--- src/rtl/div_sched.sv ---
// Two-port round-robin front end for a shared iterative divider.
// One operation in flight; the response is held until consumed, and an operation is aborted after TIMEOUT busy cycles.
module div_sched #(
    parameter int XLEN    = 32,
    parameter int TIMEOUT = 64
) (
    input  logic              clk_i,
    input  logic              rst_i,
    input  logic [1:0]        req_valid_i,
    output logic [1:0]        req_ready_o,
    input  logic [2*XLEN-1:0] req_a_i,
    input  logic [2*XLEN-1:0] req_b_i,
    input  logic [1:0]        req_is_q_i,
    input  logic              flush_i,
    output logic              resp_valid_o,
    input  logic              resp_ready_i,
    output logic [XLEN-1:0]   resp_data_o,
    output logic              resp_port_o,
    output logic              resp_err_o,
    output logic              div_start_o,
    output logic [XLEN-1:0]   div_a_o,
    output logic [XLEN-1:0]   div_b_o,
    output logic              div_is_q_o,
    input  logic [XLEN-1:0]   div_result_i,
    input  logic              div_done_i,
    output logic              busy_o
);

    localparam int CW = $clog2(TIMEOUT + 1);

    typedef enum logic [1:0] {S_IDLE, S_BUSY, S_RESP} state_t;

    state_t            state_q, state_d;
    logic              rr_q, rr_d;
    logic [CW-1:0]     cnt_q, cnt_d;
    logic [XLEN-1:0]   a_q, a_d, b_q, b_d, data_q, data_d;
    logic              isq_q, isq_d, port_q, port_d, err_q, err_d;
    logic              grant_vld;
    logic              grant_port;

    // Both valid -> pointer decides; otherwise the single valid port wins.
    assign grant_vld  = (state_q == S_IDLE) && !flush_i && (|req_valid_i);
    assign grant_port = (&req_valid_i) ? rr_q : req_valid_i[1];

    always_comb begin
        state_d = state_q;
        rr_d    = rr_q;
        cnt_d   = cnt_q;
        a_d     = a_q;
        b_d     = b_q;
        isq_d   = isq_q;
        port_d  = port_q;
        data_d  = data_q;
        err_d   = err_q;
        unique case (state_q)
            S_IDLE: begin
                if (grant_vld) begin
                    a_d     = grant_port ? req_a_i[2*XLEN-1:XLEN] : req_a_i[XLEN-1:0];
                    b_d     = grant_port ? req_b_i[2*XLEN-1:XLEN] : req_b_i[XLEN-1:0];
                    isq_d   = req_is_q_i[grant_port];
                    port_d  = grant_port;
                    rr_d    = ~grant_port;
                    cnt_d   = '0;
                    state_d = S_BUSY;
                end
            end
            S_BUSY: begin
                if (flush_i) begin
                    state_d = S_IDLE;
                end else if (div_done_i) begin
                    data_d  = div_result_i;
                    err_d   = 1'b0;
                    state_d = S_RESP;
                end else if (cnt_q == CW'(TIMEOUT - 1)) begin
                    data_d  = '0;
                    err_d   = 1'b1;
                    state_d = S_RESP;
                end else begin
                    cnt_d = cnt_q + CW'(1);
                end
            end
            S_RESP: begin
                if (flush_i || resp_ready_i) begin
                    state_d = S_IDLE;
                end
            end
            default: state_d = S_IDLE;
        endcase
    end

    // Datapath registers are reset too so every output reads zero during reset.
    always_ff @(posedge clk_i or posedge rst_i) begin
        if (rst_i) begin
            state_q <= S_IDLE;
            rr_q    <= 1'b0;
            cnt_q   <= '0;
            a_q     <= '0;
            b_q     <= '0;
            isq_q   <= 1'b0;
            port_q  <= 1'b0;
            data_q  <= '0;
            err_q   <= 1'b0;
        end else begin
            state_q <= state_d;
            rr_q    <= rr_d;
            cnt_q   <= cnt_d;
            a_q     <= a_d;
            b_q     <= b_d;
            isq_q   <= isq_d;
            port_q  <= port_d;
            data_q  <= data_d;
            err_q   <= err_d;
        end
    end

    assign req_ready_o  = (grant_vld && !rst_i) ? (grant_port ? 2'b10 : 2'b01) : 2'b00;
    assign resp_valid_o = (state_q == S_RESP);
    assign resp_data_o  = data_q;
    assign resp_port_o  = port_q;
    assign resp_err_o   = err_q;
    assign div_start_o  = (state_q == S_BUSY);
    assign div_a_o      = a_q;
    assign div_b_o      = b_q;
    assign div_is_q_o   = isq_q;
    assign busy_o       = (state_q != S_IDLE);

endmodule

--- config.mk ---
export PLATFORM = sky130hd
export DESIGN_NAME = div_sched
export DESIGN_NICKNAME = d
export VERILOG_FILES = /design/src/rtl/div_sched.sv
export SDC_FILE = /design/constraint.sdc
export NUM_CORES = 1
export LEC_CHECK = 0
export BUFFER_PORTS_ARGS = -buffer_cell sky130_fd_sc_hd__buf_4
export CELL_PAD_IN_SITES_DETAIL_PLACEMENT = 1
export CELL_PAD_IN_SITES_GLOBAL_PLACEMENT = 2
export CORE_ASPECT_RATIO = 0.7
export CORE_MARGIN = 2
export CORE_UTILIZATION = 28
export DETAILED_ROUTE_END_ITERATION = 16
export MAX_ROUTING_LAYER = met4
export PLACE_DENSITY = 0.95
export SYNTH_ARGS = -nofsm -noshare
export SYNTH_HDL_FRONTEND = slang
export SYNTH_SLANG_ARGS = --single-unit
--- constraint.sdc ---
create_clock -name clk_i -period 7.97 [get_ports clk_i]
set_input_delay 0.3985 -clock clk_i [delete_from_list [all_inputs] [get_ports clk_i]]
set_output_delay 0.3985 -clock clk_i [all_outputs]
set_load 0.02 [all_outputs]
# Yosys cells after proc, flatten, opt, wreduce, memory -nomap -nowiden
# Index checks and enable logic that the tools add are counted.
# classes
addsub	1
n_lt_le_gt_ge	1
eq_ne	9
mux	22
n_bitwise	2
n_reduce_logical	16
# ops
op	count
2-to-1 mux 32 bit	4
2-to-1 mux 7 bit	4
2-to-1 mux 2 bit	7
one-hot mux 7 bit (2 select lines)	1
inequality test 2 bit, second input constant	4
adder 7 x 1 -> 7 bit, second input constant	1
equality test 7 x 6 -> 1 bit, second input constant	1
one-hot mux 2 bit (3 select lines)	1
AND reduction 3 bit	2
nonzero test 2 bit	3
2-to-1 mux 1 bit	5
AND reduction 5 bit	1
inequality test 4 x 2 -> 1 bit, second input constant	1
AND reduction 2 bit	2
logical AND 1 bit	3
equality test 2 x 1 -> 1 bit, second input constant	1
equality test 2 bit, second input constant	1
zero test 1 bit	2
zero test 2 bit	1
< comparator 1 x 2 -> 1 bit, second input constant	1
inequality test 2 x 1 -> 1 bit, second input constant	1
inverter 1 bit	2
OR reduction 2 bit	1
logical OR 1 bit	1
# word_totals
reg_bits	109
word_cells	60

# Logic depth before layout (Yosys ltp)
# Gate-level depths: netlist of run 1.
# logic_depth
depth_word	5
mapped_depth	7
ltp_nobuf	6

# Worst setup path before layout of run 1
# Ideal clock, no wire load.
# synth_timing
kind	input-to-output
startpoint	input port rst_i
endpoint	output port req_ready_o[0]
arrival_time_ns	3.217
setup_slack_ns	4.355
stages	2
path_cell_list	inv_1 and3_1
# synth_via
elab_chain_cells	3
# synth_lines
element	line_no	text
start: declaration	8	input logic rst_i,
zero test 1 bit	116	assign req_ready_o = (grant_vld && !rst_i) ? (grant_port ? 2'b10 : 2'b01) : 2'b00;
logical AND 1 bit	116	
2-to-1 mux 2 bit	116	
end: declaration	10	output logic [1:0] req_ready_o,
# Every way passes these cells.

# Final worst setup path of run 1
# layout_timing
startpoint	register state_q[0]
endpoint	register a_q[27] (netlist: div_a_o[27])
# layout_via
elab_chain_cells	4
# layout_lines
element	line_no	text
start: declaration	33	state_t state_q, state_d;
start signal: assignment	104	state_q <= state_d;
zero test 2 bit *	42, 55	
logical AND 1 bit (2 in series)	42	assign grant_vld = (state_q == S_IDLE) && !flush_i && (|req_valid_i);
AND reduction 2 bit (no line) *	n/a	
end signal: assignment	97	a_q <= '0;
end signal: assignment	107	a_q <= a_d;
end: declaration	36	logic [XLEN-1:0] a_q, a_d, b_q, b_d, data_q, data_d;
# Every way passes the cells marked *; elsewhere a longest branch is shown, timed or not.
# A chain may end at the register's enable or synchronous reset.

==> results of run 1 <==
## sequential cells by signal (all words and copies together) (netlist names)
register and flops:
cnt_q 7, div_a_o 32, div_b_o 32, div_is_q_o 1
resp_data_o 32, resp_err_o 1, resp_port_o 1, rr_q 1
state_q 2
## how the worst max path moves through the flow
stage,from,to,cells after the start
floorplan,rst_i,req_ready_o[0],2
global placement,req_valid_i[0],div_b_o[21]$_DFFE_PP0P_,6
detailed placement,req_valid_i[0],div_a_o[27]$_DFFE_PP0P_,6
CTS,cnt_q[0]$_DFFE_PP0P_,resp_data_o[17]$_DFFE_PP0P_,5
global route,cnt_q[0]$_DFFE_PP0P_,state_q[1]$_DFFE_PP0P_,5
finish,state_q[0]$_DFFE_PP0P_,div_a_o[27]$_DFFE_PP0P_,4
## routing by layer
metal | vias up | routed length [um] | track usage [%]
met4 | 0 | 352 | 6.00
met5 | - | 0 | -
met1 | 2029 | 7040 | 23.6
met2 | 160 | 7390 | 28.1
met3 | 28 | 920 | 4.28
li1 | 1860 | - | -
## final cells by class
cell class / count / area, sq um
clock buffer: 9 / 225
clock inverter: 7 / 105
fill: 1789 / 9100
inverter: 6 / 25.0
multi-input combinational: 211 / 1680
sequential: 109 / 2730
tap: 225 / 282
timing repair buffer: 275 / 2060
## cells by family after synthesis
kind of cell             count (synthesis)
AO/OA/AOI/OAI                          121
adder cells (fa/ha/maj)                  1
buffers and inverters                   35
flip-flops                             109
AND/OR/NAND/NOR                         89
## metrics by stage
stage,utilization [%],setup slack [ps]
floorplan,-,4350
global placement,41.8,5540
detailed placement,41.8,5480
CTS,43.9,5500
global route,43.9,5280
finish,43.9,5520
## critical path: stages (launching register included)
cell and delay [ps]:
dfrtp_1 440, or2_2 340, nor3_4 760, buf_4 560, a221o_1 260
## Yosys cell counts (2+ instances only)
master	number	share of area [%]
clkbuf_1	7	0.57
and2_1	65	8.8
buf_4	4	0.65
a31oi_1	3	0.41
o21ai_1	2	0.22
dfrtp_1	109	59
o21ai_0	3	0.33
buf_6	9	2.2
and2_0	3	0.41
o21a_1	3	0.49
and3_1	2	0.27
buf_2	9	0.98
nor3_2	2	0.43
a21oi_1	5	0.54
a221o_1	65	14
inv_1	5	0.41
a22o_1	32	6.1
nand3_1	3	0.33
nand2b_1	2	0.27
a21o_1	3	0.49
nand2_1	3	0.24
nor2_1	4	0.33
## where the power goes
group / switching [mW] / internal, mW / total, mW
clock network: 0.224 / 0.281 / 0.505
logic: 0.406 / 0.397 / 0.804
registers: 0.0940 / 0.708 / 0.802
==> impl_metrics.yaml, run 1 <==
power_and_ir_drop:
  vdd_drop_max_uv: 123
  total_power_mw: 2.11
  power_density_nw_per_um2: 297
  p_leak_nw: 3.51
finish:
  final_cells: 842
  final_cell_mix: "buf_4, dfrtp_1, and2_1, a221o_1, a22o_1"
  antenna_cells: 0
  synthToLayoutAreaGrowth_pct: 54.0
  final_area_sq_um: 7100
  layout-drive-gt1-share_pct: 48.8
  final_common_cell: "buf_4"
  num-nets-final: 782
detailed_routing:
  wl_per_cell_um: 18.7
  drt-pass1-iter-count: 4
  postRouteAntennaNets: 0
  drc: 0
  viasPerCell: 4.84
  routed_wl_mm: 15.7
  vias: 4077
  drt_iter0_markers: 226
synth:
  synth_ff_type: "dfrtp_1"
  synth_cell_type_count: 34
  synth_xor_area_share_pct: 0
  synthMuxAreaShare_pct: 0
  avgSynthCellArea_sq_um: 13.0
  synth_top_family_by_area: "compound AO/OA/AOI/OAI gates"
  yosys.area_share.adder_pct: 0.271
  yosys.area_share.simple_pct: 12.1
  synth_enable_flop_cells: 0
  ys_warn_count: 0
  synthesis.nets: 525
  syn_inst: 355
  seq_area_frac_synth_pct: 59.1
  synth_compound_area_share_pct: 23.7
  syn_area_sq_um: 4610
  async_flop_share_pct: 100
  ys_ff_latch: 109
floorplan:
  die_w_um: 157
  die_height_um: 111
  ios: 273
  initial_core_util_pct: 28.5
  rows: 39
  die-area_sq_um: 17500
  coreArea_sq_um: 16200
global_routing:
  grt_pass1_vias: 4392
  grt_pass1_wl_mm: 24.3
  antenna_found_initial: 0
  grtUsageTotal_pct: 18.2
  grt_max_degree: 70
  overflow: 0
setup_path:
  crit_type: "reg2reg"
  r2r_cells: 4
  timing.rr.end: "div_a_o[27]$_DFFE_PP0P_"
  r2r_start: "state_q[0]$_DFFE_PP0P_"
  rrSetupSlack_ps: 5520
  critPathArrivalTime_ps: 2740
  critPathLaunchType: "flip-flop"
  critPathCaptureType: "flip-flop"
  worstPathMaxFanout: 44
  crit_required_ps: 8260
clocking:
  post_cts_buffers: 0
  post_cts_resized: 0
  clk_path_buf_depth: 2
  worstSkewPairLatency_ps: 360
  h-tree-depth: 3
  clkSlewWorstSetupHoldPaths_ps: 80
  cts_buffers: 9
  clock-sinks: 109
  ctsRootBufferMaster: "clkbuf_16"
  cts_tree: "yes"
  ctsHoldBuffers: 0
place:
  dpl.cell_count: 826
  dp_hpwl_mm: 11.6
  place_congestion: 0.797
  numPortBuffers: 272
  placed_area_sq_um: 6770
sta:
  tightest_slew_ps: 1280
  fin_crit_ps: 2450
  period_share_pct: 30.7
  grt_setup_unrepaired: "no"
  hold_ws_ps: 155
  finClkSkew_ps: 7.22
  maxSlewViolCount: 0
  slew_headroom_pct: 15.0
  fmax_mhz: 408
  fin_tns_setup_ps: 0
  setup_viol: 0
  hold_viol: 0
job:
  drv_cap: 0
run_status:
  status: "finished, final reports clean"
min_path:
  hp-class: "in2async"
Power figures use the tool's default switching activity.
==> run 2: changes to the inputs <==
--- a/config.mk
+++ b/config.mk
@@ -10,10 +10,10 @@
 export CELL_PAD_IN_SITES_GLOBAL_PLACEMENT = 2
 export CORE_ASPECT_RATIO = 0.7
 export CORE_MARGIN = 2
-export CORE_UTILIZATION = 28
+export CORE_UTILIZATION = 26
 export DETAILED_ROUTE_END_ITERATION = 16
 export MAX_ROUTING_LAYER = met4
-export PLACE_DENSITY = 0.95
+export PLACE_DENSITY = 0.92
 export SYNTH_ARGS = -nofsm -noshare
 export SYNTH_HDL_FRONTEND = slang
 export SYNTH_SLANG_ARGS = --single-unit
==> constraint.sdc (replaced) <==
create_clock -name clk_i -period 2.4 [get_ports clk_i]
set_input_delay 0.12 -clock clk_i [delete_from_list [all_inputs] [get_ports clk_i]]
set_output_delay 0.12 -clock clk_i [all_outputs]
set_load 0.02 [all_outputs]
==> run 2 against run 1 <==
Compared with the run above: the run now ends with negative hold slack left; sequential power rose to 3.4 times the previous value; routed wire length up 29%; highest routed layer unchanged; non-clock buffer count up 136; largest cell class is now non-clock buffers; combinational power rose to 3.7 times the previous value; maximum frequency up 6.2%.
==> impl_metrics.yaml, run 2 (synthesized netlist as in run 1, its figures left out) <==
sta:
  slew_headroom_pct: 46.3
  fin_crit_ps: 2310
  fin_tns_setup_ps: 0
  finClkSkew_ps: 11.3
  maxSlewViolCount: 0
  hold_ws_ps: -7.71
  grt_setup_unrepaired: "no"
  hold_viol: 6
  fmax_mhz: 434
  tightest_slew_ps: 805
  setup_viol: 0
  period_share_pct: 96.1
global_routing:
  grt_pass1_wl_mm: 30.8
  antenna_found_initial: 1
  grt_pass1_vias: 5492
  grt_max_degree: 70
  overflow: 0
  grtUsageTotal_pct: 21.9
power_and_ir_drop:
  switchingPower_mw: 2.58
  p_comb_share_pct: 41.6
  p_leak_nw: 4.08
  swShare_pct: 35.8
  clkPwrFrac_pct: 21.1
  vdd_drop_max_uv: 418
  power_density_nw_per_um2: 850
  internal_power_mw: 4.62
  p_seq_share_pct: 37.3
clocking:
  clk_path_buf_depth: 2
  clkSlewWorstSetupHoldPaths_ps: 80
  ctsRootBufferMaster: "clkbuf_16"
  h-tree-depth: 3
  cts_buffers: 9
  post_cts_buffers: 0
  worstSkewPairLatency_ps: 350
  clock-sinks: 109
  cts_tree: "yes"
floorplan:
  die_height_um: 115
  rows: 40
  initial_core_util_pct: 26.7
  die_w_um: 163
  ios: 273
  die-area_sq_um: 18800
  coreArea_sq_um: 17300
setup_path:
  worstPathMaxFanout: 66
  crit_type: "reg2reg"
  critPathCaptureType: "flip-flop"
  critPathLaunchType: "flip-flop"
  crit_required_ps: 2690
  critPathArrivalTime_ps: 2600
detailed_routing:
  drt-pass1-iter-count: 5
  postRouteAntennaNets: 0
  met1_length_mm: 7.77
  drc: 0
  top_layer: "met4"
  drt_iter0_markers: 217
  routed_wl_mm: 20.3
  wl_per_cell_um: 20.6
  viasPerCell: 4.89
  vias: 4829
  wl_met3_um: 962
  wl_met2_mm: 10.8
place:
  place_congestion: 0.798
  numPortBuffers: 272
  dp_hpwl_mm: 11.9
run_status:
  status: "finished with violations"
  violations: "negative hold slack"
finish:
  layout-drive-gt1-share_pct: 40.5
  final_common_cell: "buf_4"
  utilization_pct: 49.1
  num-nets-final: 918
  final_cell_mix: "buf_4, dlygate4sd3_1, dfrtp_1"
  synthToLayoutAreaGrowth_pct: 83.7
job:
  drv_cap: 0
min_path:
  hp-class: "in2async"
## run 2: cell types whose count changed in the layout (fill, tap and decap cells not counted), moves of 2 or more
| cell | delta |
|---|---|
| bufinv_16 | -2 |
| inv_8 | +2 |
| diode_2 | +3 |
| dlygate4sd3_1 | +132 |
| buf_12 | +2 |
## run 2: final timing paths
path,slack (ps),start,depth (start not counted),to
worst min register to register,490,resp_port_o$_DFFE_PP0P_,1,resp_port_o$_DFFE_PP0P_
worst min-delay path,-8,rst_i,3,resp_data_o[0]$_DFFE_PP0P_
min in group clk_i,10,req_b_i[35],2,div_b_o[3]$_DFFE_PP0P_
max in group asynchronous,1810,rst_i,3,div_b_o[19]$_DFFE_PP0P_
worst max register to register,90,state_q[0]$_DFFE_PP0P_,6,div_b_o[11]$_DFFE_PP0P_
worst max-delay path,90,state_q[0]$_DFFE_PP0P_,6,div_b_o[11]$_DFFE_PP0P_
## run 2: area by class of cell
cell class | count | area [sq um]
clock buffer | 10 | 239
sequential | 109 | 2730
fill | 1879 | 8790
antenna | 3 | 7.51
tap | 231 | 289
clock inverter | 6 | 60.1
timing repair buffer | 411 | 3440
multi-input combinational | 211 | 1680
inverter | 6 | 26.3
## run 2: through the flow
stage	instances	power [mW]	worst slack, ps	instance area [sq um]
global placement	836	5.31	667	6840
floorplan	355	4.07	90.6	4620
CTS	983	7.19	15.2	8450
global route	985	7.55	22.1	8470
detailed placement	836	5.41	559	6840
finish	987	7.21	94.2	8480
## run 2: worst max-delay path, stage by stage (launching register included)
cell           delay [ps]
dfrtp_1               470
nor3_4                260
o21a_1                240
and2_4                170
buf_12                260
a221o_1               220
dlygate4sd3_1         550
## run 2: power groups by stage
stage / clock, mW / sequential, mW / combinational (mW)
after detailed placement: 0 / 2.67 / 2.73
after CTS: 1.58 / 2.66 / 2.95
after global placement: 0 / 2.66 / 2.66
after global routing: 1.63 / 2.75 / 3.16
after floorplan: 0 / 3.26 / 0.816
final: 1.52 / 2.69 / 3.00
## run 2: repair_timing
action / CTS / global route
hold buffers: 131 / 1
endpoints found under the setup margin: 0 / 6
resized for setup: 0 / 2
hold endpoints to repair: 85 / 1
## run 2: metal layers
| metal | GRT usage, % | up-vias |
|---|---|---|
| li1 | - | 2140 |
| met1 | 23.7 | 2443 |
| met2 | 39.2 | 197 |
| met3 | 4.80 | 49 |
| met4 | 8.67 | 0 |
| met5 | - | - |
